$ cat config.mk
export PLATFORM = sky130hd
export DESIGN_NAME = fir_mac_stream_flat
export DESIGN_NICKNAME = d
export VERILOG_FILES = /design/src/rtl/fir_mac_stream_if.sv /design/src/rtl/fir_mac_stream.sv /design/src/flat_wrapper.sv
export SDC_FILE = /design/constraint.sdc
export NUM_CORES = 1
export LEC_CHECK = 0
export BUFFER_PORTS_ARGS = -buffer_cell sky130_fd_sc_hd__buf_2
export CAP_MARGIN = 20
export CELL_PAD_IN_SITES_DETAIL_PLACEMENT = 1
export CELL_PAD_IN_SITES_GLOBAL_PLACEMENT = 1
export CORE_ASPECT_RATIO = 0.75
export CORE_MARGIN = 3
export CORE_UTILIZATION = 50
export DETAILED_ROUTE_END_ITERATION = 8
export PLACE_DENSITY = 0.89
export SLEW_MARGIN = 40
export SYNTH_ARGS = -nofsm -noshare
export SYNTH_HDL_FRONTEND = slang
export SYNTH_SLANG_ARGS = --single-unit
$ cat constraint.sdc
create_clock -name clk -period 15.09 [get_ports clk]
set_input_delay 3.018 -clock clk [delete_from_list [all_inputs] [get_ports clk]]
set_output_delay 3.018 -clock clk [all_outputs]
set_load 0.02 [all_outputs]
$ cat src/rtl/fir_mac_stream_if.sv
// Streaming valid/ready bundle for fir_mac_stream: sample input and filtered output channels.
interface fir_mac_stream_if #(
   parameter int DATA_W = 16
);
   logic                     in_valid;
   logic                     in_ready;
   logic signed [DATA_W-1:0] in_data;
   logic                     out_valid;
   logic                     out_ready;
   logic signed [DATA_W-1:0] out_data;

   modport master (
      output in_valid, in_data, out_ready,
      input  in_ready, out_valid, out_data
   );

   modport slave (
      input  in_valid, in_data, out_ready,
      output in_ready, out_valid, out_data
   );
endinterface

$ cat src/rtl/fir_mac_stream.sv
// Time-multiplexed FIR: one MAC walks all taps per sample, then rounds/saturates to DATA_W.
// Optional runtime coefficient loading via `define FIR_COEF_LOAD_EN.
module fir_mac_stream #(
   parameter int DATA_W    = 16,
   parameter int COEF_W    = 8,
   parameter int TAPS      = 21,
   parameter int OUT_SHIFT = 0,
   parameter logic [TAPS*COEF_W-1:0] COEF_INIT =
      168'hEDEEF2F7FC_00040606_06050302_0100FFFF_FF000000
) (
   input  logic                     clk,
   input  logic                     rst_n,
   fir_mac_stream_if.slave          strm,
   output logic                     busy
`ifdef FIR_COEF_LOAD_EN
   ,
   input  logic                     coef_we,
   input  logic [$clog2(TAPS)-1:0]  coef_addr,
   input  logic signed [COEF_W-1:0] coef_data
`endif
);

   localparam int ACC_W = DATA_W + COEF_W + $clog2(TAPS);
   localparam int SUM_W = ACC_W + 1;
   localparam int TAP_W = $clog2(TAPS);
   localparam int IDX_W = $clog2(TAPS + 1);
   localparam int RND_SH = (OUT_SHIFT > 0) ? OUT_SHIFT - 1 : 0;

   localparam logic signed [SUM_W-1:0] RND  = (OUT_SHIFT > 0) ? (SUM_W'(1) <<< RND_SH) : '0;
   localparam logic signed [SUM_W-1:0] MAXV = SUM_W'({1'b0, {(DATA_W-1){1'b1}}});
   localparam logic signed [SUM_W-1:0] MINV = -MAXV - SUM_W'(1);

   typedef enum logic [1:0] {IDLE, MAC, OUT} state_t;

   state_t                     state;
   logic signed [DATA_W-1:0]   x [TAPS];
   logic signed [COEF_W-1:0]   coef [TAPS];
   logic signed [ACC_W-1:0]    acc;
   logic [IDX_W-1:0]           idx;
   logic [TAP_W-1:0]           tap;
   logic signed [ACC_W-1:0]    prod;
   logic signed [SUM_W-1:0]    rnd_sum;
   logic signed [SUM_W-1:0]    shifted;
   logic signed [DATA_W-1:0]   sat_val;

`ifdef FIR_COEF_LOAD_EN
   // Writes landing on the accept edge are visible to that sample: tap 0 is first read one cycle later.
   always_ff @(posedge clk or negedge rst_n) begin
      if (!rst_n) begin
         for (int unsigned i = 0; i < TAPS; i++)
            coef[i] <= COEF_INIT[(TAPS-1-i)*COEF_W +: COEF_W];
      end else if (coef_we && state == IDLE && 32'(coef_addr) < TAPS) begin
         coef[coef_addr] <= coef_data;
      end
   end
`else
   always_comb begin
      for (int unsigned i = 0; i < TAPS; i++)
         coef[i] = COEF_INIT[(TAPS-1-i)*COEF_W +: COEF_W];
   end
`endif

   always_comb begin
      tap     = (idx == IDX_W'(TAPS)) ? '0 : TAP_W'(idx);
      prod    = ACC_W'(x[tap]) * ACC_W'(coef[tap]);
      rnd_sum = SUM_W'(acc) + RND;
      shifted = rnd_sum >>> OUT_SHIFT;
      if (shifted > MAXV)
         sat_val = MAXV[DATA_W-1:0];
      else if (shifted < MINV)
         sat_val = MINV[DATA_W-1:0];
      else
         sat_val = shifted[DATA_W-1:0];
   end

   // idx runs one past the last tap so the final sum is registered before out_data is formed.
   always_ff @(posedge clk or negedge rst_n) begin
      if (!rst_n) begin
         state         <= IDLE;
         for (int unsigned i = 0; i < TAPS; i++)
            x[i] <= '0;
         acc           <= '0;
         idx           <= '0;
         strm.out_valid <= 1'b0;
         strm.out_data  <= '0;
         strm.in_ready  <= 1'b1;
         busy          <= 1'b0;
      end else begin
         case (state)
            IDLE: begin
               if (strm.in_valid && strm.in_ready) begin
                  x[0] <= strm.in_data;
                  for (int unsigned i = 1; i < TAPS; i++)
                     x[i] <= x[i-1];
                  acc           <= '0;
                  idx           <= '0;
                  strm.in_ready <= 1'b0;
                  busy          <= 1'b1;
                  state         <= MAC;
               end
            end
            MAC: begin
               if (idx == IDX_W'(TAPS)) begin
                  strm.out_data  <= sat_val;
                  strm.out_valid <= 1'b1;
                  state          <= OUT;
               end else begin
                  acc <= acc + prod;
                  idx <= idx + 1'b1;
               end
            end
            OUT: begin
               if (strm.out_ready) begin
                  strm.out_valid <= 1'b0;
                  strm.in_ready  <= 1'b1;
                  busy           <= 1'b0;
                  state          <= IDLE;
               end
            end
            default: begin
               state          <= IDLE;
               strm.out_valid <= 1'b0;
               strm.in_ready  <= 1'b1;
               busy           <= 1'b0;
            end
         endcase
      end
   end

endmodule

$ cat src/flat_wrapper.sv
// flat-port wrapper written by rule: the top's interface ports become plain ports
module fir_mac_stream_flat 
#(
   parameter int DATA_W    = 16,
   parameter int COEF_W    = 8,
   parameter int TAPS      = 21,
   parameter int OUT_SHIFT = 0,
   parameter logic [TAPS*COEF_W-1:0] COEF_INIT =
      168'hEDEEF2F7FC_00040606_06050302_0100FFFF_FF000000
)
  (clk, rst_n, busy, strm_in_valid, strm_in_data, strm_out_ready, strm_in_ready, strm_out_valid, strm_out_data);
  fir_mac_stream_if #(.DATA_W(DATA_W)) strm_i ();
  input  logic clk;
  input  logic rst_n;
  output logic busy;
  input wire logic [$bits(strm_i.in_valid)-1:0] strm_in_valid;
  input wire logic [$bits(strm_i.in_data)-1:0] strm_in_data;
  input wire logic [$bits(strm_i.out_ready)-1:0] strm_out_ready;
  output wire logic [$bits(strm_i.in_ready)-1:0] strm_in_ready;
  output wire logic [$bits(strm_i.out_valid)-1:0] strm_out_valid;
  output wire logic [$bits(strm_i.out_data)-1:0] strm_out_data;
  assign strm_i.in_valid = strm_in_valid;
  assign strm_i.in_data = strm_in_data;
  assign strm_i.out_ready = strm_out_ready;
  assign strm_in_ready = strm_i.in_ready;
  assign strm_out_valid = strm_i.out_valid;
  assign strm_out_data = strm_i.out_data;
  fir_mac_stream #(.DATA_W(DATA_W), .COEF_W(COEF_W), .TAPS(TAPS), .OUT_SHIFT(OUT_SHIFT), .COEF_INIT(COEF_INIT)) u_core (.clk(clk), .rst_n(rst_n), .strm(strm_i), .busy(busy));
endmodule
# After elaboration in Yosys (flattened, before gate mapping)
# Memory sizes are Yosys's and may differ from the RTL's.
# Index checks and enable logic that the tools add are counted.
# totals
register_bits	391
rom_bits	256
in_bits	20
out_inout_bits	19
elab_cells	80
n_memories	1
# mem_list
memory	depth	word_bits	read_ports	rd_clocked_by_memory_dff	wr	line	rtl
(no name shown)	32	8	1	0	0	fir_mac_stream.sv:65	prod = ACC_W'(x[tap]) * ACC_W'(coef[tap]);
# op_classes
n_addsub	2
multipliers	1
order_cmp	3
eq_ne	7
n_mux	26
bitwise_logic	3
n_reduce_logical	9
# ops
operator	count
16-bit binary-select mux with 5-bit select	1
16-bit 2-to-1 mux	4
29-bit 2-to-1 mux	2
29-bit one-hot mux with 2 select lines	1
29-bit by 24-bit adder with 29-bit output	1
29-bit by 16-bit > comparator with 1-bit output, second input constant	1
29-bit by 16-bit less-than comparator with 1-bit output, second input constant	1
16-bit by 8-bit multiplier with 24-bit output	1
8-bit 2-to-1 mux	2
5-bit 2-to-1 mux	3
3-bit AND reduction	4
5-bit one-hot mux with 2 select lines	1
1-bit one-hot mux with 3 select lines	3
6-bit >= comparator, second input constant	1
2-bit 2-to-1 mux	3
5-bit NOT with 6-bit output	1
2-bit one-hot mux with 3 select lines	1
5-bit by 1-bit adder with 5-bit output, second input constant	1
5-bit equality test, second input constant	1
1-bit 2-to-1 mux	5
2-bit by 1-bit != test with 1-bit output, second input constant	2
2-bit != test, second input constant	2
2-bit AND reduction	2
2-bit by 1-bit equality test with 1-bit output, second input constant	1
5 further kinds	6

# Logic depth before layout (Yosys ltp)
# logic_depth
ltp_word	10
mapped_depth	35
ltp_nobuf	28

# Worst setup path after synthesis
# No wires, ideal clock.
# synth_path
kind	register to register
from	register u_core.idx[1]
to	register u_core.acc[28]
setup_time_ns	0.130
t_arrival_ns	7.630
required_time_ns	14.960
setup_slack_ns	7.331
stages_incl_launch_ff	28
path_buffers	6
synth_period_minus_slack_ns	7.759
path_cell_list	dfrtp_1 > inv_2 > buf_2 > clkbuf_1 > ha_1 > nand4b_1 > and2_1 > buf_6 > buf_6 > buf_2 > ha_1 > mux4_2 > a21oi_1 > buf_2 > nor2b_1 > fa_1 > fa_1 > fa_1 > fa_1 > fa_1 > ha_1 > o21ai_0 > o41ai_1 > a31o_2 > a311o_1 > a41oi_1 > xnor2_1 > o21ai_1
# synth_between
elab_chain_cells	10
elab_cells_between_ends	15
classes_between	add/sub: 1; mul: 1; eq/ne: 2; mux: 8; bitwise: 1; reduce/logical: 1; memory: 1
# synth_lines
element	line	rtl
start: declaration	fir_mac_stream.sv:39	logic [IDX_W-1:0] idx;
start signal: assignment	fir_mac_stream.sv:109	idx <= idx + 1'b1;
5-bit equality test	fir_mac_stream.sv:64, fir_mac_stream.sv:103	
5-bit 2-to-1 mux	fir_mac_stream.sv:64	tap = (idx == IDX_W'(TAPS)) ? '0 : TAP_W'(idx);
5-bit NOT with 6-bit output (not written as such)	fir_mac_stream.sv:65	
memory 32 x 8 bit / 16-bit binary-select mux with 5-bit select (equally long branches)	--	
8-bit 2-to-1 mux (not written as such) / 16-bit 2-to-1 mux (equally long branches) (2 in series)	fir_mac_stream.sv:65	
16-bit by 8-bit multiplier with 24-bit output	fir_mac_stream.sv:65	
29-bit by 24-bit adder with 29-bit output	fir_mac_stream.sv:108	acc <= acc + prod;
29-bit 2-to-1 mux	fir_mac_stream.sv:103	if (idx == IDX_W'(TAPS)) begin
29-bit one-hot mux with 2 select lines	fir_mac_stream.sv:89	case (state)
end signal: assignment	fir_mac_stream.sv:108	
end: declaration	fir_mac_stream.sv:38	logic signed [ACC_W-1:0] acc;
# Parallel ways exist; a longest one is shown, timed or not. The select of a mux whose other input is x is not followed.
# A chain may end at the register's enable or synchronous reset.

# Worst setup path after layout
# layout_path
from	register u_core.idx[1]
to	register u_core.acc[21]
# Same word-level chain as after synthesis.

==> reports/qor.yml <==
yosysTopAreaCell: "dfrtp_1"
critPathLaunchType: "flip-flop"
overflow: 0
diodes: 0
synth_area_leaders: "dfrtp_1 41%, nand2_1 18%, fa_1 12%"
synth_fp_nets: 3086
drive_above_1_share_pct: 6.76
hold_viol: 0
n_fill_cell: 5486
synth-xor-area-share_pct: 0.874
finalSetupViolations: 0
grt_pass1_wl_microns: 122000
wl_microns: 74700
synth.top_cell.area_share_pct: 40.6
hold_class: "flip-flop to flip-flop"
fin_crit_sh_pct: 71.3
initial_core_util_pct: 51.5
cts_resized: 0
dp_hpwl_microns: 50000
finalSetupTns_ns: 0
period_minus_slack_ns: 10.76
finalClockSkew_ns: 0.0184
gp_congestion: 0.893
clockBufferDepth: 3
via_count: 20418
endpoint_kind: "flip-flop"
track_usage_pct: 30.1
worst_slew_pin_slew_ns: 0.878
critPathArrivalTime_ns: 11.19
antenna_found_initial: 1
syn_avg_cell_area_sq_um: 8.44
port_buffers: 38
synth_ff_type: "dfrtp_1"
rsz0062_at_grt: "no"
vias_per_cell: 5.91
crit_fanout: 64
syn_area_sq_mm: 0.0240
ys_types: 78
io_pins: 39
die_y_microns: 196
ys_ff_latch: 391
slew_headroom_pct: 41.3
fmax_mhz: 92.9
cts_root_buffer: "clkbuf_16"
drc_errors: 0
syn_inst: 2849
area_growth_pct: 9.08
status: "finished, final reports clean"
synth_simple_gate_area_share_pct: 24.7
cts-htree-levels: 2
numCtsBuffers: 42
critPathKind: "flip-flop to flip-flop"
grt_start_max_net_pins: 133
dieArea_sq_mm: 0.0508
synth-edff-count: 0
synth.mux.area_fraction_pct: 1.57
wire_per_inst_microns: 21.6
clk_latency_ns: 0.58
die_x_microns: 259
yosysSeqAreaShare_pct: 40.7
slowest_stage: "buf_4"
rows: 68
synthAdderAreaFrac_pct: 15.9
ant_nets: 0
fin_nets: 3030
maxCapViolCount: 0
drt-initial-drc-count: 1839
cts_tree: "done"
critPathMaxStageDelay_ns: 0.73
cts_setup_buffers: 0
yosys_warnings: 0
coreArea_sq_mm: 0.0467
clock-sinks: 391
synth_compound_area_share_pct: 10.9
first_pass_iters: 6
slew_viol_final: 0
cp.required_ns: 15.52
postCtsHoldBufs: 0
async_reset_ff_share_pct: 100
synth_top_family_by_area: "simple AND/OR/NAND/NOR gates"
grt_pass1_vias: 22157
path_clk_slew_ns: 0.07
==> worst max-delay path, delay by kind of cell, from the launching register on <==
kind / cells / cell delay, ns
buffers and inverters: 6 / 2.48
multiplexers: 1 / 0.22
adder cells (fa/ha/maj): 8 / 3.27
AO/OA/AOI/OAI: 5 / 1.03
flip-flops: 1 / 0.60
AND/OR/NAND/NOR: 8 / 2.90
==> per-stage QoR <==
| step | utilization (%) | cell area [sq um] | hold WS (ns) | worst slack, ns | cells |
|---|---|---|---|---|---|
| after floorplan | - | 24000 | 0.438 | 7.33 | 2849 |
| after global placement | 52.5 | 24500 | 0.455 | 5.04 | 3372 |
| after detailed placement | 52.8 | 24700 | 0.467 | 4.60 | 3379 |
| after CTS | 56.1 | 26200 | 0.482 | 4.58 | 3457 |
| after global routing | 56.1 | 26200 | 0.490 | 3.76 | 3457 |
| final | 56.1 | 26200 | 0.470 | 4.33 | 3457 |
==> layout by cell type (no fill, tap or decap), types with 9 or more instances in the layout <==
master        n
inv_1       133
buf_2        37
and2_1       18
xor2_1        9
ha_1         71
o21ai_0      88
xnor2_1      15
clkbuf_16    43
clkbuf_8     11
o31ai_1      13
mux2i_1      32
o221ai_1     10
nor3_1       15
nor2_1       96
fa_1        146
dfrtp_1     389
a211oi_1     47
a31oi_1      14
nand3_1      38
a21oi_1     138
a22oi_1      12
buf_4        23
and3_1       17
nand2_1    1182
nand2b_1     20
nor2b_1      34
==> metal layers <==
metal / track usage [%] / part of all wire, % / vias up
li1: - / - / 9046
met1: 41.6 / 44 / 10536
met2: 48.2 / 47 / 661
met3: 5.83 / 6.9 / 175
met4: 9.90 / 3.0 / 0
met5: 0 / 0 / -
==> layout make-up <==
type	instances	area, sq um	share of cell area (%)
Clock buffer	61	1250	4.78
Sequential cell	391	9790	37.3
Timing Repair Buffer	73	599	2.29
Clock inverter	17	246	0.940
Multi-Input combinational cell	2148	13000	49.7
Inverter	137	517	1.97
Tap cell	630	788	3.01
==> synth_stat cells, types with 4 or more instances <==
cell type and n:
o22ai_1 5, nor2_1 96, and3_1 18, a21o_1 7, mux2i_1 32, a211oi_1 47
nand4_1 7, buf_2 34, a22oi_1 12, buf_1 8, o21ai_0 88, buf_4 6
o21ai_1 6, nor2b_1 34, a21oi_1 140, xor2_1 9, nand2b_1 20, a31oi_1 14
o221ai_1 10, a32o_1 7, o211ai_1 4, o31ai_1 13, nand3_1 38, dfrtp_1 390
buf_6 9, fa_1 146, inv_1 133, xnor2_1 15, o2111ai_1 8, o21bai_1 4
clkbuf_1 116, nand2_1 1183, nor3_1 15, ha_1 71, a22oi_2 6, and2_1 21
or2_1 7, nor4_1 6
==> final timing paths <==
kind / from / endpoint / slack (ns) / cells past startpoint
min in group asynchronous: rst_n / u_core.x[128] / 2.33 / 1
max in group asynchronous: rst_n / u_core.idx[0] / 11.26 / 3
worst max register to register: u_core.idx[1] / u_core.acc[21] / 4.33 / 28
worst max-delay path: u_core.idx[1] / u_core.acc[21] / 4.33 / 28
worst min register to register: u_core.busy / u_core.busy / 0.47 / 2
worst min-delay path: u_core.busy / u_core.busy / 0.47 / 2
==> flip-flops by register name (all words and copies together), names as in the netlist <==
signal / flops
u_core.idx: 5
u_core.acc: 29
u_core.busy: 1
u_core.strm.out_data: 16
u_core.strm.in_ready: 1
u_core.state: 2
u_core.strm.out_valid: 1
u_core.x: 336
==> cell families after synthesis <==
kind of cell / Yosys count
AND/OR/NAND/NOR: 1464
AO/OA/AOI/OAI: 408
XOR/XNOR: 24
flip-flops: 391
buffers and inverters: 310
multiplexers: 35
adder cells (fa/ha/maj): 217
Power is not shown: default switching activity piles up to over one toggle a cycle in this logic, so the estimate is an artifact.
